File: src/rtl/mmio_periph_hub.sv
// Memory-mapped I/O hub: decodes a 256-byte window, shields the data RAM from
// writes inside it and serves output words, synchronised switches and a compare timer.
module mmio_periph_hub #(
  parameter logic [31:0] BASE_ADDR = 32'h1004_F000,
  parameter int          NUM_OUT   = 4,
  parameter int          SW_WIDTH  = 16
) (
  input  logic                   CLK,
  input  logic                   RST_N,
  input  logic [31:0]            addr,
  input  logic [31:0]            datain,
  input  logic                   we,
  input  logic [2:0]             memop,
  input  logic [31:0]            ram_dataout,
  output logic [31:0]            dataout,
  output logic                   ram_we,
  input  logic [SW_WIDTH-1:0]    sw_in,
  output logic [NUM_OUT*32-1:0]  out_regs,
  output logic                   timer_irq
);

  localparam logic [5:0] W_SW     = 6'h10;
  localparam logic [5:0] W_TCOUNT = 6'h11;
  localparam logic [5:0] W_TCMP   = 6'h12;
  localparam logic [5:0] W_STATUS = 6'h13;
  localparam logic [5:0] W_CTRL   = 6'h14;

  // An empty mask marks an illegal access size.
  function automatic logic [31:0] lane_mask(input logic [2:0] op, input logic [1:0] lo);
    case (op)
      3'b000, 3'b100: lane_mask = 32'h0000_00FF << {lo, 3'b000};
      3'b001, 3'b101: lane_mask = lo[1] ? 32'hFFFF_0000 : 32'h0000_FFFF;
      3'b010:         lane_mask = 32'hFFFF_FFFF;
      default:        lane_mask = '0;
    endcase
  endfunction

  function automatic logic [31:0] lane_data(input logic [2:0] op, input logic [31:0] d);
    case (op)
      3'b000, 3'b100: lane_data = {4{d[7:0]}};
      3'b001, 3'b101: lane_data = {2{d[15:0]}};
      default:        lane_data = d;
    endcase
  endfunction

  function automatic logic [31:0] merge(input logic [31:0] old, input logic [31:0] d,
                                        input logic [31:0] m);
    merge = (old & ~m) | (d & m);
  endfunction

  logic [31:0]         out_q [NUM_OUT];
  logic [31:0]         tcount_q, tcmp_q;
  logic [1:0]          ctrl_q, status_q;
  logic [SW_WIDTH-1:0] sw_p0, sw_p1;

  logic        hit, wr_hit, wr_ok, memop_ok, is_out, mapped, werr_set, match_now;
  logic [5:0]  widx;
  logic [31:0] wmask, wdata, rd_word;
  logic [1:0]  clr;

  assign hit      = (addr[31:8] == BASE_ADDR[31:8]);
  assign widx     = addr[7:2];
  assign wmask    = lane_mask(memop, addr[1:0]);
  assign wdata    = lane_data(memop, datain);
  assign memop_ok = (wmask != '0);
  assign wr_hit   = hit & we;
  assign wr_ok    = wr_hit & memop_ok;
  assign is_out   = (int'(widx) < NUM_OUT);
  assign mapped   = is_out | (widx == W_TCOUNT) | (widx == W_TCMP) |
                    (widx == W_STATUS) | (widx == W_CTRL);
  assign werr_set = wr_hit & (~memop_ok | ~mapped);
  assign match_now = ctrl_q[0] & (tcount_q == tcmp_q);
  assign clr      = (wr_ok && widx == W_STATUS) ? (wdata[1:0] & wmask[1:0]) : 2'b00;

  assign ram_we    = hit ? 1'b0 : we;
  assign dataout   = hit ? rd_word : ram_dataout;
  assign timer_irq = status_q[0];

  for (genvar k = 0; k < NUM_OUT; k++) begin : g_out
    assign out_regs[32*k +: 32] = out_q[k];
  end

  always_ff @(posedge CLK or negedge RST_N) begin
    if (!RST_N) begin
      for (int k = 0; k < NUM_OUT; k++) out_q[k] <= '0;
    end else if (wr_ok && is_out) begin
      for (int k = 0; k < NUM_OUT; k++)
        if (int'(widx) == k) out_q[k] <= merge(out_q[k], wdata, wmask);
    end
  end

  // A CPU write to TCOUNT takes precedence over increment and auto-reload.
  always_ff @(posedge CLK or negedge RST_N) begin
    if (!RST_N) begin
      tcount_q <= '0;
      tcmp_q   <= '1;
      ctrl_q   <= '0;
      status_q <= '0;
    end else begin
      if (wr_ok && widx == W_TCOUNT)
        tcount_q <= merge(tcount_q, wdata, wmask);
      else if (ctrl_q[0])
        tcount_q <= (match_now && ctrl_q[1]) ? '0 : tcount_q + 32'd1;
      if (wr_ok && widx == W_TCMP)
        tcmp_q <= merge(tcmp_q, wdata, wmask);
      if (wr_ok && widx == W_CTRL)
        ctrl_q <= (ctrl_q & ~wmask[1:0]) | (wdata[1:0] & wmask[1:0]);
      status_q[0] <= match_now | (status_q[0] & ~clr[0]);
      status_q[1] <= werr_set  | (status_q[1] & ~clr[1]);
    end
  end

  // Two-flop synchroniser for the asynchronous switch inputs.
  always_ff @(posedge CLK or negedge RST_N) begin
    if (!RST_N) begin
      sw_p0 <= '0;
      sw_p1 <= '0;
    end else begin
      sw_p0 <= sw_in;
      sw_p1 <= sw_p0;
    end
  end

  always_comb begin
    rd_word = '0;
    for (int k = 0; k < NUM_OUT; k++)
      if (int'(widx) == k) rd_word = out_q[k];
    case (widx)
      W_SW:     rd_word = 32'(sw_p1);
      W_TCOUNT: rd_word = tcount_q;
      W_TCMP:   rd_word = tcmp_q;
      W_STATUS: rd_word = {30'b0, status_q};
      W_CTRL:   rd_word = {30'b0, ctrl_q};
      default:  ;
    endcase
  end

endmodule
File: config.mk
export PLATFORM = sky130hd
export DESIGN_NAME = mmio_periph_hub
export DESIGN_NICKNAME = d
export VERILOG_FILES = /design/src/rtl/mmio_periph_hub.sv
export SDC_FILE = /design/constraint.sdc
export NUM_CORES = 1
export LEC_CHECK = 0
export BUFFER_PORTS_ARGS = -buffer_cell sky130_fd_sc_hd__buf_2
export CAP_MARGIN = 20
export CORE_ASPECT_RATIO = 1.4
export CORE_MARGIN = 1
export CORE_UTILIZATION = 35
export CTS_CLUSTER_DIAMETER = 100
export CTS_CLUSTER_SIZE = 12
export DETAILED_ROUTE_END_ITERATION = 6
export PLACE_DENSITY = 0.53
export SYNTH_ARGS = -nofsm -noshare
export SYNTH_HDL_FRONTEND = slang
export SYNTH_SLANG_ARGS = --single-unit
File: constraint.sdc
create_clock -name CLK -period 3.7 [get_ports CLK]
set_input_delay 0 -clock CLK [delete_from_list [all_inputs] [get_ports CLK]]
set_output_delay 0 -clock CLK [all_outputs]
set_load 0.01 [all_outputs]
# Word level (Yosys, flattened, before mapping)
# Cells that the tools add are included.
[op_classes]
addsub = 1
mul = 0
div = 0
order_cmp = 1
eq_ne = 14
shifts = 1
muxes = 14
bitwise = 35
n_reduce_logical = 16
[ops]
columns = ["cell", "n"]
rows = [
  ["32-bit two-way mux", 9],
  ["32-bit bitwise AND", 7],
  ["32-bit bitwise OR", 6],
  ["32-bit case mux with 5 select lines", 1],
  ["32-bit case mux with 3 select lines", 1],
  ["32-bit case mux with 2 select lines", 1],
  ["32-bit by 1-bit adder with 32-bit output (second input constant)", 1],
  ["32-bit equality test", 1],
  ["32-bit NOT", 1],
  ["32-bit nonzero test", 1],
  ["8-bit by 5-bit << shifter with 32-bit output (first input constant)", 1],
  ["6-bit by 5-bit equality test with 1-bit output (second input constant)", 5],
  ["24-bit by 21-bit equality test with 1-bit output (second input constant)", 1],
  ["6-bit by 3-bit equality test with 1-bit output (second input constant)", 2],
  ["2-bit AND reduction", 4],
  ["1-bit bitwise OR", 7],
  ["1-bit bitwise AND", 6],
  ["3-bit equality test (second input constant)", 2],
  ["6-bit by 2-bit equality test with 1-bit output (second input constant)", 1],
  ["1-bit logical AND", 6],
  ["6-bit zero test", 1],
  ["6-bit by 3-bit less-than comparator with 1-bit output (second input constant)", 1],
  ["2-bit bitwise AND", 2],
  ["1-bit NOT", 4],
  ["other kinds (9)", 10],
]
[totals]
regBits = 228
latchBits = 0
mem_bits_rw = 0
rom_bits = 0
inputBits = 118
out_inout_bits = 162
wordCells = 92
mem_count = 0

# Depth between registers and ports, before layout
# Gate-level depths: netlist of the first run.
[logic_depth]
ltp_word = 10
mapped_depth = 9
depth_no_buf = 7

# Worst setup path after synthesis of the first run
# OpenSTA, ideal clock, no wires.
[synth_path]
path_type = "flip-flop to flip-flop"
start = "register (tool-made name)"
end = "register (tool-made name)"
setup_ns = 0.130
arrival_time_ns = 2.025
t_required_ns = 3.570
slack_ns = 1.545
stages_incl_launch_ff = 8
path_buffers = 1
synth_period_minus_slack_ns = 2.155
path_cell_list = "dfstp_2 > xor2_1 > or4_1 > nor4_2 > a31oi_1 > buf_2 > a22oi_1 > o21ai_0"

==> results of run 1 <==
-- layer usage --
layer  track usage [%]  vias to the layer above  part of all wire (%)
met5                 0                        -                     0
met4             14.31                        0                   5.2
met3             4.030                      136                   6.0
met2             46.46                      507                    50
met1             32.31                     5536                    39
li1                  -                     4950                     -
-- layout make-up --
cell class / count / area [sq um] / area share (%)
Multi-Input combinational cell: 838 / 5887 / 39.16
Sequential cell: 228 / 5746 / 38.22
Timing Repair Buffer: 362 / 2117 / 14.08
Clock buffer: 40 / 639.4 / 4.253
Tap cell: 451 / 564.3 / 3.753
Inverter: 21 / 78.83 / 0.5243
Antenna cell: 1 / 2.502 / 0.01664
-- cells by family after synthesis --
kind of cell | after synthesis | synth area share, %
AO/OA/AOI/OAI | 326 | 17.79
XOR/XNOR | 31 | 2.256
adder cells (fa/ha/maj) | 1 | 0.1040
buffers and inverters | 100 | 3.452
flip-flops | 228 | 47.75
multiplexers | 139 | 13.28
AND/OR/NAND/NOR | 341 | 15.37
-- worst max path at each step --
stage               depth (start not counted)  startpoint       end  slack (ns)
floorplan                                   7    register  register        1.55
global placement                            7    memop[1]  register        0.84
detailed placement                          7    memop[1]  register        0.85
CTS                                         6    register  register        1.06
global route                                6    register  register        0.82
finish                                      7    register  register        1.03
-- cell usage in the layout (no fill, tap or decap), drive strengths merged, types with 3 or more instances in the layout --
cell type | synthesis | routed
nor2 | 136 | 136
and2 | 5 | 5
nand2 | 60 | 60
or4 | 4 | 4
a21o | 15 | 15
nor4 | 11 | 11
dlygate4sd3 | 0 | 31
and3 | 8 | 8
a221oi | 14 | 14
nor2b | 5 | 5
and4 | 5 | 5
nor4b | 6 | 6
o21ai | 48 | 48
a22oi | 46 | 46
dfstp | 32 | 32
a21oi | 106 | 106
o211ai | 6 | 6
mux4 | 8 | 8
a31oi | 24 | 24
inv | 21 | 21
nand3 | 21 | 21
o21a | 4 | 4
a222oi | 14 | 14
nor3 | 28 | 28
nand4 | 28 | 28
or2 | 3 | 3
dfrtp | 196 | 196
o22ai | 6 | 6
xnor2 | 26 | 26
mux2 | 85 | 85
a2bb2oi | 6 | 6
a311oi | 12 | 12
xor2 | 5 | 5
a22o | 6 | 6
clkbuf | 40 | 41
buf | 39 | 330
mux2i | 46 | 46
nand4b | 4 | 4
a32oi | 3 | 3
nand2b | 13 | 13
-- synthesized netlist by cell type, types with 6 or more instances --
master and n:
a21o_1 15, a21oi_1 105, a221oi_1 14, a222oi_1 14
a22o_1 6, a22oi_1 46, a2bb2oi_1 6, a311oi_1 12
a31oi_1 23, and3_1 8, buf_1 11, buf_2 26
clkbuf_1 40, dfrtp_1 196, dfstp_2 32, inv_1 21
mux2_2 85, mux2i_1 46, mux4_2 8, nand2_1 54
nand2b_1 13, nand3_1 21, nand4_1 28, nor2_1 123
nor2_2 9, nor3_1 16, nor3_2 6, nor3_4 6
nor4_1 8, o211ai_1 6, o21ai_0 47, o22ai_1 6
xnor2_1 26
-- metrics by stage --
| stage | cells | hold slack, ns | power, mW |
|---|---|---|---|
| 3_5_place_dp | 1868 | 0.1098 | 2.982 |
| 2_1_floorplan | 1166 | -0.2956 | 2.719 |
| 3_3_place_gp | 1867 | 0.1089 | 2.979 |
| 6_report | 1941 | 0.02925 | 5.106 |
| 5_1_grt | 1940 | 0.01784 | 5.262 |
| 4_1_cts | 1939 | 0.005025 | 5.151 |
-- worst max-delay path: cells and delay by family, from the launching register on --
| family | cells | cell delay, ns |
|---|---|---|
| and+or+nand+nor | 4 | 1.62 |
| DFF | 1 | 0.48 |
| AOI/OAI and AO/OA | 2 | 0.25 |
| buffers and inverters | 1 | 0.22 |
-- report_power, final --
part	internal, mW	switching, mW
logic	0.155	0.293
registers	2.51	0.00648
clock network	1.16	0.979
total	3.83	1.28
==> results.toml, run 1 <==
[worst_hold_path]
hold_path_depth = 2
hold_path_class = "in2reg"
hold_start = "datain[3]"

[cells_and_area]
layout.nets = 1592
syn_to_final_growth_pct = 24.95
drive_gt1_share_pct = 35.26
final_util_pct = 44.31
nFillCells = 3332
fin_area_sq_mm = 0.01503

[timing]
min_period_ns = 2.674
hold_violations = 0
skew_ns = 0.02789
fin_ws_ns = 1.026
tns_ns = 0
relSlewSlack_pct = 22.61
setup_violations = 0
worstMarginPinSlew_ns = 1.129
rsz0062_at_grt = "false"
period_share_pct = 72.26
fmax_mhz = 374.0
finalMaxSlewViolations = 0

[synthesis]
synth-seq-area-share_pct = 47.75
async_flop_share_pct = 100.0
yosys_warnings = 0
netlist_area_sq_mm = 0.01203
netlist_top_cells_area = "dfrtp_1 41%, mux2_2 8.0%, dfstp_2 7.0%, a21oi_1 4.4%, nor2_1 3.8%"
syn_inst = 1166
synth_flop_cell = "dfrtp_1"
ys_seq_elements = 228
synth.distinct_cells = 69
synth_fp_nets = 1285
syn-mean-instance-area_sq_um = 10.32
yosysTopAreaCellShare_pct = 40.76
synth_top_area_cell = "dfrtp_1"
synth-edff-count = 0

[worst_setup_path]
endpoint_kind = "register"
slowest_delay_ns = 0.54
critPathKind = "reg2reg"
slowest_stage = "nor2b_1"
worstPathRequired_ns = 4.14
r2r_setup_slack_ns = 1.03
r2r_cells = 7
cp_cell_sequence = "nand4_1 -> nor4_1 -> buf_4 -> nor2b_1 -> and3_1 -> o21ai_0 -> o221ai_1"
crit_path_start_kind = "register"
cp_max_fo = 10
crit_arrival_ns = 3.11

[route]
dr.first_iter.drc_count = 914
via_count = 11130
drc = 0
routed_wl_um = 48050
wl_per_cell_um = 24.76
postRouteAntennaNets = 0
first_pass_iters = 6
routed_via_density = 5.734

[placement]
place.port_buffers = 279
place_congestion = 0.9380
hpwlAfterDp_um = 36010
place_area_sq_mm = 0.01407
dp_slack_ns = 0.8511

[clocking]
cts_buffers = 22
clkSlewWorstSetupHoldPaths_ns = 0.07
cts_resized = 0
cts_tree = "built"
cts-htree-levels = 1
cts_hold_buf = 31
clock_path_buffers = 3
cts_sinks = 228
cts_root_buffer = "clkbuf_16"
clk_latency_ns = 0.54
postCtsSetupBuffers = 0

[die]
die_h_um = 221.4
rows = 80
initial_core_util_pct = 35.46
dieArea_sq_mm = 0.03513
core_sq_mm = 0.03393
io_pins = 280
die_w_um = 158.7

[pwr]
pwr_density_cell_mw_per_mm2 = 339.6
p_leak_nw = 7.082
peakVddDrop_mv = 0.2552

[grt]
grt.total_usage_pct = 26.95
grt_pass1_vias = 11000
grt_overflow = 0
antenna_found_initial = 0
grt_pass1_wl_um = 71140
grt_max_degree = 113

[job]
maxCapViolCount = 0

[run_status]
status = "finished, final reports clean"
No activity file was read; power rests on OpenSTA's default activity.
==> run 2, diff against run 1 <==
PLACE_DENSITY = 0.55   (was 0.53)
clock period = 2.4 ns   (was 3.7 ns; I/O delays follow)
==> results.toml, run 2 (synthesis gave the netlist of run 1 again) <==
[worst_setup_path]
worst-path-stages = 5
crit_arrival_ns = 2.31
cp_cell_sequence = "mux4_2 -> a222oi_1 -> o211ai_1 -> o21a_1 -> buf_2"
cp_max_fo = 6
worstPathRequired_ns = 2.40
endpoint_kind = "primary output"
crit_end = "dataout[0]"
crit_path_start_kind = "register"
r2r_setup_slack_ns = 0.09
crit_family = "compound AO/OA/AOI/OAI gates"
path_buf_inv = 1
r2r_cells = 7
slowest_delay_ns = 0.47
critPathKind = "reg2out"
slowest_stage = "mux4_2"

[cells_and_area]
fin_area_sq_mm = 0.01582
n_antenna_cell = 0
layout.nets = 1687
fin_cells = 2035
layout_common_cells = "278 x buf_2, 194 x dfrtp_1, 135 x buf_4"
syn_to_final_growth_pct = 31.49
multi_input_area_sq_mm = 0.005918
nFillCells = 3229
drive_gt1_share_pct = 39.08
final_common_cell = "buf_2"
seqCellArea_sq_mm = 0.005748

[die]
io_pins = 280
initial_core_util_pct = 35.46
die_w_um = 158.7
rows = 80
core_sq_mm = 0.03393
die_h_um = 221.4
dieArea_sq_mm = 0.03513

[route]
first_pass_iters = 7
drc = 1
via_count = 11470
dr.first_iter.drc_count = 899
wl_per_cell_um = 24.13
routed_wl_um = 49110
routed_via_density = 5.638
postRouteAntennaNets = 0

[clocking]
cts_buffers = 22
clkSlewWorstSetupHoldPaths_ns = 0.06
cts_root_buffer = "clkbuf_16"
postCtsSetupBuffers = 0
cts_sinks = 228
cts-htree-levels = 1
cts_tree = "built"
clock_path_buffers = 3
clk_latency_ns = 0.54

[timing]
fmax_mhz = 432.8
finalMaxSlewViolations = 0
tns_ns = 0
hold_violations = 2
whs_ns = -0.007768
worstMarginPinSlew_ns = 0.9771
setup_violations = 0
period_share_pct = 96.27
skew_ns = 0.01880
min_period_ns = 2.311
relSlewSlack_pct = 34.17

[grt]
grt.total_usage_pct = 27.54
grt_overflow = 0
grt_pass1_vias = 11440
grt_pass1_wl_um = 72900
grt_max_degree = 69
antenna_found_initial = 0

[pwr]
pwr_density_cell_mw_per_mm2 = 500.2
finalPower_mw = 7.914
peakVddDrop_mv = 0.3676
p_leak_nw = 7.556

[placement]
place.port_buffers = 279
place_area_sq_mm = 0.01476
hpwlAfterDp_um = 37680
dp.cells = 1956
place_congestion = 0.9668

[job]
maxCapViolCount = 0

[run_status]
violations = "DRC, hold timing"
status = "finished, violations left"

[worst_hold_path]
hold_path_class = "in2async"
[run 2: cell count changes in the layout (fill, tap and decap cells not counted), sizes merged]
cell	before	now
dlygate4sd3	31	39
clkbuf	41	39
diode	1	0
buf	330	418
clkinv	0	1
[run 2: metal layers]
| metal | part of all wire (%) | wire length, um | track usage, % | vias up |
|---|---|---|---|---|
| li1 | - | - | - | 5147 |
| met1 | 39 | 19150 | 32.66 | 5739 |
| met2 | 52 | 25320 | 49.56 | 488 |
| met3 | 5.5 | 2685 | 3.561 | 99 |
| met4 | 4.0 | 1952 | 11.84 | 0 |
| met5 | 0 | 0 | 0 | - |
[run 2: layout make-up]
| cell class | instances | area share, % |
|---|---|---|
| clock buffer | 39 | 3.883 |
| tap | 451 | 3.567 |
| clock inverter | 1 | 0.1028 |
| sequential | 228 | 36.33 |
| multi-input combinational | 838 | 37.41 |
| inverter | 21 | 0.4982 |
| timing repair buffer | 457 | 18.21 |
[run 2: worst min-delay path by stage]
| stage | end |
|---|---|
| global placement | asynchronous set/reset pin |
| detailed placement | asynchronous set/reset pin |
| finish | asynchronous set/reset pin |
| floorplan | asynchronous set/reset pin |
| CTS | register |
| global route | register |
[run 2: per-stage QoR]
step / utilization [%] / hold WS, ns / setup WS [ns]
after floorplan: - / -0.2956 / 0.2451
after global placement: 43.49 / -0.005926 / 0.06473
after detailed placement: 43.49 / -0.004354 / 0.02247
after CTS: 46.50 / 0.001005 / 0.04184
after global routing: 46.63 / 0.02395 / -0.009037
final: 46.63 / -0.007768 / 0.08946
[run 2: worst register-to-register path: stages, from the launching register on]
cell      delay (ns)
dfstp_2         0.58
xor2_1          0.13
or4_4           0.56
nor4_4          0.29
a31oi_1         0.15
buf_6           0.20
nand4b_1        0.14
o211ai_1        0.12
[run 2: report_power, final]
group	internal, mW	switching [mW]
sequential	3.87	0.0103
clock	1.73	1.54
combinational	0.289	0.468
[run 2: timing repair]
action	in CTS	in global routing
resized for setup	0	11
endpoints found under the hold margin	294	0
hold buffers	39	0
setup endpoints to repair	0	13
